===== config.mk =====
export PLATFORM = sky130hd
export DESIGN_NAME = uart_tx_flat
export DESIGN_NICKNAME = d
export VERILOG_FILES = /design/src/rtl/uart_tx_if.sv /design/src/rtl/uart_tx.sv /design/src/flat_wrapper.sv
export SDC_FILE = /design/constraint.sdc
export NUM_CORES = 1
export LEC_CHECK = 0
export CORE_UTILIZATION = 47
export DETAILED_ROUTE_END_ITERATION = 10
export GPL_ROUTABILITY_DRIVEN = 0
export HOLD_SLACK_MARGIN = 0.03
export PLACE_DENSITY = 0.8
export SLEW_MARGIN = 20
export SYNTH_ARGS = -nofsm -noshare
export SYNTH_HDL_FRONTEND = slang
export SYNTH_SLANG_ARGS = --single-unit

===== constraint.sdc =====
create_clock -name clk -period 1.7 [get_ports clk]
set_input_delay 0.17 -clock clk [delete_from_list [all_inputs] [get_ports clk]]
set_output_delay 0.17 -clock clk [all_outputs]
set_load 0.005 [all_outputs]

===== src/rtl/uart_tx_if.sv =====
// Byte handshake between a producer and the uart_tx serializer.
interface uart_tx_if #(
  parameter int unsigned INPUT_DATA_WIDTH = 8
);
  logic [INPUT_DATA_WIDTH-1:0] i_data;
  logic                        i_valid;
  logic                        o_ready;
  logic                        o_busy;

  modport master (output i_data, i_valid, input o_ready, o_busy);
  modport slave  (input i_data, i_valid, output o_ready, o_busy);
endinterface


===== src/rtl/uart_tx.sv =====
// UART transmitter: start bit, LSB-first data, optional even parity, one stop bit.
// Define TX_PARITY_EN to insert an even-parity bit between the last data bit and the stop bit.
module uart_tx #(
  parameter int unsigned INPUT_DATA_WIDTH = 8
) (
  input  logic      clk,
  input  logic      reset,
  input  logic      baud_clk,
  uart_tx_if.slave  bus,
  output logic      serial_out
);

  localparam int unsigned IDX_W = $clog2(INPUT_DATA_WIDTH) + 1;

  typedef enum logic [2:0] {
    ST_IDLE,
    ST_WAIT,
    ST_START,
    ST_DATA,
`ifdef TX_PARITY_EN
    ST_PARITY,
`endif
    ST_STOP
  } state_t;

  state_t                      state_q, state_n;
  logic [IDX_W-1:0]            idx_q, idx_n;
  logic [INPUT_DATA_WIDTH-1:0] shreg_q, shreg_n;
  logic                        ready_q, ready_n;
  logic                        busy_q;
  logic                        line_q, line_n;
`ifdef TX_PARITY_EN
  logic                        par_q, par_n;
`endif

  // State and registered outputs; busy is kept as the exact complement of ready.
  always_ff @(posedge clk or posedge reset) begin
    if (reset) begin
      state_q <= ST_IDLE;
      idx_q   <= '0;
      shreg_q <= '0;
      ready_q <= 1'b1;
      busy_q  <= 1'b0;
      line_q  <= 1'b1;
`ifdef TX_PARITY_EN
      par_q   <= 1'b0;
`endif
    end else begin
      state_q <= state_n;
      idx_q   <= idx_n;
      shreg_q <= shreg_n;
      ready_q <= ready_n;
      busy_q  <= ~ready_n;
      line_q  <= line_n;
`ifdef TX_PARITY_EN
      par_q   <= par_n;
`endif
    end
  end

  // Next state: acceptance ignores baud_clk, every later advance waits for a strobe.
  always_comb begin
    state_n = state_q;
    idx_n   = idx_q;
    shreg_n = shreg_q;
    ready_n = ready_q;
    line_n  = line_q;
`ifdef TX_PARITY_EN
    par_n   = par_q;
`endif
    unique case (state_q)
      ST_IDLE: begin
        line_n = 1'b1;
        if (bus.i_valid && ready_q) begin
          state_n = ST_WAIT;
          shreg_n = bus.i_data;
          ready_n = 1'b0;
`ifdef TX_PARITY_EN
          par_n   = ^bus.i_data;
`endif
        end
      end
      ST_WAIT: begin
        if (baud_clk) begin
          state_n = ST_START;
          line_n  = 1'b0;
        end
      end
      ST_START: begin
        if (baud_clk) begin
          state_n = ST_DATA;
          idx_n   = '0;
          line_n  = shreg_q[0];
          shreg_n = shreg_q >> 1;
        end
      end
      ST_DATA: begin
        if (baud_clk) begin
          if (idx_q < IDX_W'(INPUT_DATA_WIDTH - 1)) begin
            idx_n   = idx_q + IDX_W'(1);
            line_n  = shreg_q[0];
            shreg_n = shreg_q >> 1;
          end else begin
`ifdef TX_PARITY_EN
            state_n = ST_PARITY;
            line_n  = par_q;
`else
            state_n = ST_STOP;
            line_n  = 1'b1;
`endif
          end
        end
      end
`ifdef TX_PARITY_EN
      ST_PARITY: begin
        if (baud_clk) begin
          state_n = ST_STOP;
          line_n  = 1'b1;
        end
      end
`endif
      ST_STOP: begin
        if (baud_clk) begin
          state_n = ST_IDLE;
          ready_n = 1'b1;
          line_n  = 1'b1;
        end
      end
      default: begin
        state_n = ST_IDLE;
        ready_n = 1'b1;
        line_n  = 1'b1;
      end
    endcase
  end

  assign bus.o_ready = ready_q;
  assign bus.o_busy  = busy_q;
  assign serial_out  = line_q;

endmodule

===== src/flat_wrapper.sv =====
// flat-port wrapper written by rule: the top's interface ports become plain ports
module uart_tx_flat 
#(
  parameter int unsigned INPUT_DATA_WIDTH = 8
)
  (clk, reset, baud_clk, serial_out, bus_i_data, bus_i_valid, bus_o_ready, bus_o_busy);
  uart_tx_if #(.INPUT_DATA_WIDTH(INPUT_DATA_WIDTH)) bus_i ();
  input  logic clk;
  input  logic reset;
  input  logic baud_clk;
  output logic serial_out;
  input wire logic [$bits(bus_i.i_data)-1:0] bus_i_data;
  input wire logic [$bits(bus_i.i_valid)-1:0] bus_i_valid;
  output wire logic [$bits(bus_i.o_ready)-1:0] bus_o_ready;
  output wire logic [$bits(bus_i.o_busy)-1:0] bus_o_busy;
  assign bus_i.i_data = bus_i_data;
  assign bus_i.i_valid = bus_i_valid;
  assign bus_o_ready = bus_i.o_ready;
  assign bus_o_busy = bus_i.o_busy;
  uart_tx #(.INPUT_DATA_WIDTH(INPUT_DATA_WIDTH)) u_core (.clk(clk), .reset(reset), .baud_clk(baud_clk), .bus(bus_i), .serial_out(serial_out));
endmodule

==> summary by stage <==
Floorplanning
The starting utilization of the core area is 49.7%. The die outline area is 2260 µm². For this design the top-level I/O count stands at 15.

The width of the chip is 47.6 µm. The vertical extent of the die is ~48 µm. Row generation in the floorplan step produced 16 rows. The core region is roughly 2000 µm².

Clocking
The clock-pin slew on the worst setup and hold paths is 0.10 ns. The clock passes through at most 2 buffers. Once the clock tree was built, the resizer swapped 0 gates to a different size. For this design, the CTS-stage hold fixing added 0 buffers. CTS placed an instance of sky130_fd_sc_hd__clkbuf_4 at the clock tree root. The clock drives 18 sinks. The maximum level of the CTS H-tree is 1. The CTS tree is built. Buffers added to address setup during post-CTS repair amount to 0.

At the later pin of the worst-skew pair, clock insertion delay measures 0.29 ns. The number of buffers added by the clock tree synthesis step is 3.

Yosys
Synthesis instantiated 33 different standard cells from the library. The predominant post-synthesis flop cell is sky130_fd_sc_hd__dfrtp_1. By count the netlist is led by sky130_fd_sc_hd__nand2_1 (29), sky130_fd_sc_hd__dfrtp_1 (16), sky130_fd_sc_hd__mux2_4 (7), sky130_fd_sc_hd__nor2_1 (5).

The cell type contributing the most total cell area after synthesis is sky130_fd_sc_hd__dfrtp_1. Yosys printed 0 warnings. The async set-reset flop share out of synthesis is 100%. Ranked by total cell area, the synthesized netlist is headed by sky130_fd_sc_hd__dfrtp_1 (41%), sky130_fd_sc_hd__nand2_1 (11%), sky130_fd_sc_hd__mux2_4 (11%), sky130_fd_sc_hd__dfstp_2 (5.4%), sky130_fd_sc_hd__o211ai_4 (2.2%).

The share of synthesized area in the top cell type comes to roughly two fifths. Among all cell types in the netlist, the one instantiated most often is sky130_fd_sc_hd__nand2_1. The synthesized netlist occupies a cell area of roughly 1000 µm². The synthesized area per cell is 9.76 µm². The sequential-to-total area share from yosys stat is 46.4%.

Synthesis handed over a netlist of 100 instances. The count of flip-flops with a built-in enable after synthesis is 0. The flop and latch count out of synthesis is 18. The number of nets handed over by synthesis was 113.

Setup path
In this run the worst path has a maximum fanout of 7. The worst setup path is launched from a flop. The type of the setup path with the least slack is flop to flop. The data required time of the worst path is 1.88 ns.

The type of destination of the critical path is a flop. The critical path ends at u_core.shreg_q[4]. The worst register-to-register path ends at u_core.shreg_q[4]. The endpoint arrival time on the critical path is 1.79 ns. The origin of the worst setup path is u_core.idx_q[0]. In this run the critical register-to-register path is launched from u_core.idx_q[0]. The depth of the most critical reg-to-reg path is 5. The register-to-register setup slack is 0.09 ns.

Finish
The share of final-layout standard cells stronger than drive strength 1 is 22.9%. The filler cells instantiated in the layout total 175. Relative to the synthesized area, the layout overhead comes to 22.3%. The summed area of non-filler cells in the final layout is 1190 µm². The number of nets at the end of the flow is 132.

The number of antenna repair diodes is 0.

Power
The sequential power share is 57.8%. Per report_power, the clock group accounts for around a third of the total. The logic gate share of total power is 7.2%. The analysis attributes to cell leakage a power of about 0.55 nW. In this run switching power makes up 20.5% of total power.

For this design the total switching power over the nets is approximately 0.15 mW. The worst vdd rail ir drop is 0.416 mV. The power density of the placed cells is 620 nW/µm². The internal portion of the total power is between 0.5 and 0.6 mW.

Timing
The number of slew-limit violations in the final report is 0. The minimum period implied by the final worst setup slack is about 1.6 ns. For the pin with the worst max-slew slack, the measured transition is 0.341 ns. The final hold violation count is 0. The post-route clock skew is 0.00257 ns. The final count of negative-setup-slack endpoints is 0. After routing, the total negative slack on setup checks comes to 0 ns. Static timing analysis puts the maximum clock frequency at 0.622 GHz. Setup repair after global routing left no endpoint under its margin. The normalized max-slew margin is 76.7%. The final critical-path share of the clock period is approximately 95%.

Global routing
Summed over all layers, the global routing overflow is 0. The wire length of the first global-routing pass is 2700 µm. The number of global-route vias before repair came to 668. The number of antenna violations at the first check in global routing is 0. The overall track demand over capacity in global routing is 17.9%. Entering global routing, the biggest net connects 19 pins.

Routing
The overall via count from detail_route is 757. The number of detailed-route iterations in the first pass is 4. Once detail routing completed, the nets flagged for antenna violations numbered 0.

The post-detailed-route wirelength per cell is 12.9 µm. The final routed wirelength across all metal layers is roughly 1900 µm. In the routed layout, each cell is associated on average with a via count of 5.22. After the first detailed-routing iteration, the DRC count stood at 10. The total DRC errors in the routed layout is 0.

Placed design
During placement, the flow inserted port buffers numbering 14. The detailed-placement wirelength estimate is 1410 µm. The instance area at placement is 1160 µm².

Hold path
The class of the tightest hold or removal check is input port to asynchronous set/reset pin.

Status
The flow ran to the end, and the final reports show no timing, DRC or antenna violations.

Job
Across the run, the number of max-cap violations was 0.
## worst max-delay path, stage by stage, from the launching register on
cell and delay, ns:
sky130_fd_sc_hd__dfrtp_1 0.43, sky130_fd_sc_hd__ha_1 0.24, sky130_fd_sc_hd__a21oi_2 0.21, sky130_fd_sc_hd__o211ai_4 0.13
sky130_fd_sc_hd__nand2_4 0.17, sky130_fd_sc_hd__mux2_4 0.32
## cells by family (layout without fill, tap and decap cells)
kind of cell,count (synthesis),count (layout),share of synthesized area (%)
DFF,18,18,46.4
adders and majority gates,1,1,1.28
buffers and inverters,10,28,5.38
muxes,7,7,10.8
AOI/OAI and AO/OA,14,14,11.5
xor gates and xnor gates,1,1,0.898
and+or+nand+nor,49,49,23.7
## routing by layer
layer	global-route usage [%]	wire length [µm]	vias up
li1	-	-	375
met1	19.9	832	362
met2	31.2	943	18
met3	7.17	86	2
met4	6.11	12	0
met5	0	0	-
## worst min-delay path by stage
stage                      from           endpoint  cells after the start  slack, ns
after CTS                 reset    u_core.idx_q[1]                      3       0.17
after global routing      reset  u_core.state_q[1]                      3       0.21
after detailed placement  reset    u_core.idx_q[1]                      3       0.50
after global placement    reset    u_core.idx_q[1]                      3       0.50
final                     reset    u_core.idx_q[2]                      3       0.18
after floorplan           reset  u_core.bus.o_busy                      1       0.11
## area by class of cell
type	count	area [µm²]	share of cell area, %
clock buffer	4	36.3	3.04
multi-input combinational	72	470	39.4
inverter	4	15.0	1.26
timing repair buffer	20	185	15.5
sequential	18	453	37.9
tap	27	33.8	2.83
## power groups by stage
stage                     combinational, mW  clock (mW)  sequential [mW]
after floorplan                      0.0194           0            0.436
after global placement               0.0523           0            0.436
after detailed placement             0.0541           0            0.436
after CTS                            0.0542       0.268            0.428
after global routing                 0.0589       0.286            0.428
final                                0.0533       0.259            0.428
## placed cells by master, fill, tap and decap left out
cell type / instances
sky130_fd_sc_hd__nor2b_2: 1
sky130_fd_sc_hd__dfstp_2: 2
sky130_fd_sc_hd__nor4_1: 1
sky130_fd_sc_hd__a311oi_1: 1
sky130_fd_sc_hd__a21oi_2: 1
sky130_fd_sc_hd__inv_2: 1
sky130_fd_sc_hd__ha_1: 1
sky130_fd_sc_hd__a21oi_1: 3
sky130_fd_sc_hd__clkdlybuf4s50_1: 14
sky130_fd_sc_hd__nand2b_1: 1
sky130_fd_sc_hd__nand4_1: 1
sky130_fd_sc_hd__mux2_4: 7
sky130_fd_sc_hd__or2_2: 1
sky130_fd_sc_hd__o22a_1: 2
sky130_fd_sc_hd__a211oi_1: 1
sky130_fd_sc_hd__nor3_1: 3
sky130_fd_sc_hd__o211ai_4: 1
sky130_fd_sc_hd__o21ai_0: 3
sky130_fd_sc_hd__nand3_1: 3
sky130_fd_sc_hd__nand4b_2: 1
sky130_fd_sc_hd__clkbuf_8: 1
sky130_fd_sc_hd__a2111oi_0: 1
sky130_fd_sc_hd__clkbuf_4: 3
sky130_fd_sc_hd__nor3b_1: 1
sky130_fd_sc_hd__nor2_1: 5
sky130_fd_sc_hd__xor2_1: 1
sky130_fd_sc_hd__buf_4: 6
sky130_fd_sc_hd__nand2_1: 29
sky130_fd_sc_hd__a32o_1: 1
sky130_fd_sc_hd__dfrtp_1: 16
sky130_fd_sc_hd__nor2_2: 1
sky130_fd_sc_hd__inv_1: 3
sky130_fd_sc_hd__nand2_4: 1
## registers in the layout, summed over array words and instances (netlist names)
name	cells
u_core.bus.o_ready	1
u_core.state_q	3
u_core.shreg_q	8
u_core.idx_q	4
u_core.serial_out	1
u_core.bus.o_busy	1
## stage by stage
stage	worst slack [ns]	hold WS, ns	cells	total power [mW]	utilization [%]
floorplan	0.152	0.107	100	0.456	-
global placement	0.185	0.498	141	0.489	59.0
detailed placement	0.118	0.495	141	0.490	59.0
CTS	0.0975	0.175	145	0.751	60.8
global route	0.0454	0.214	145	0.773	60.8
finish	0.0919	0.178	145	0.741	60.8
Power figures use the tool's default switching activity.
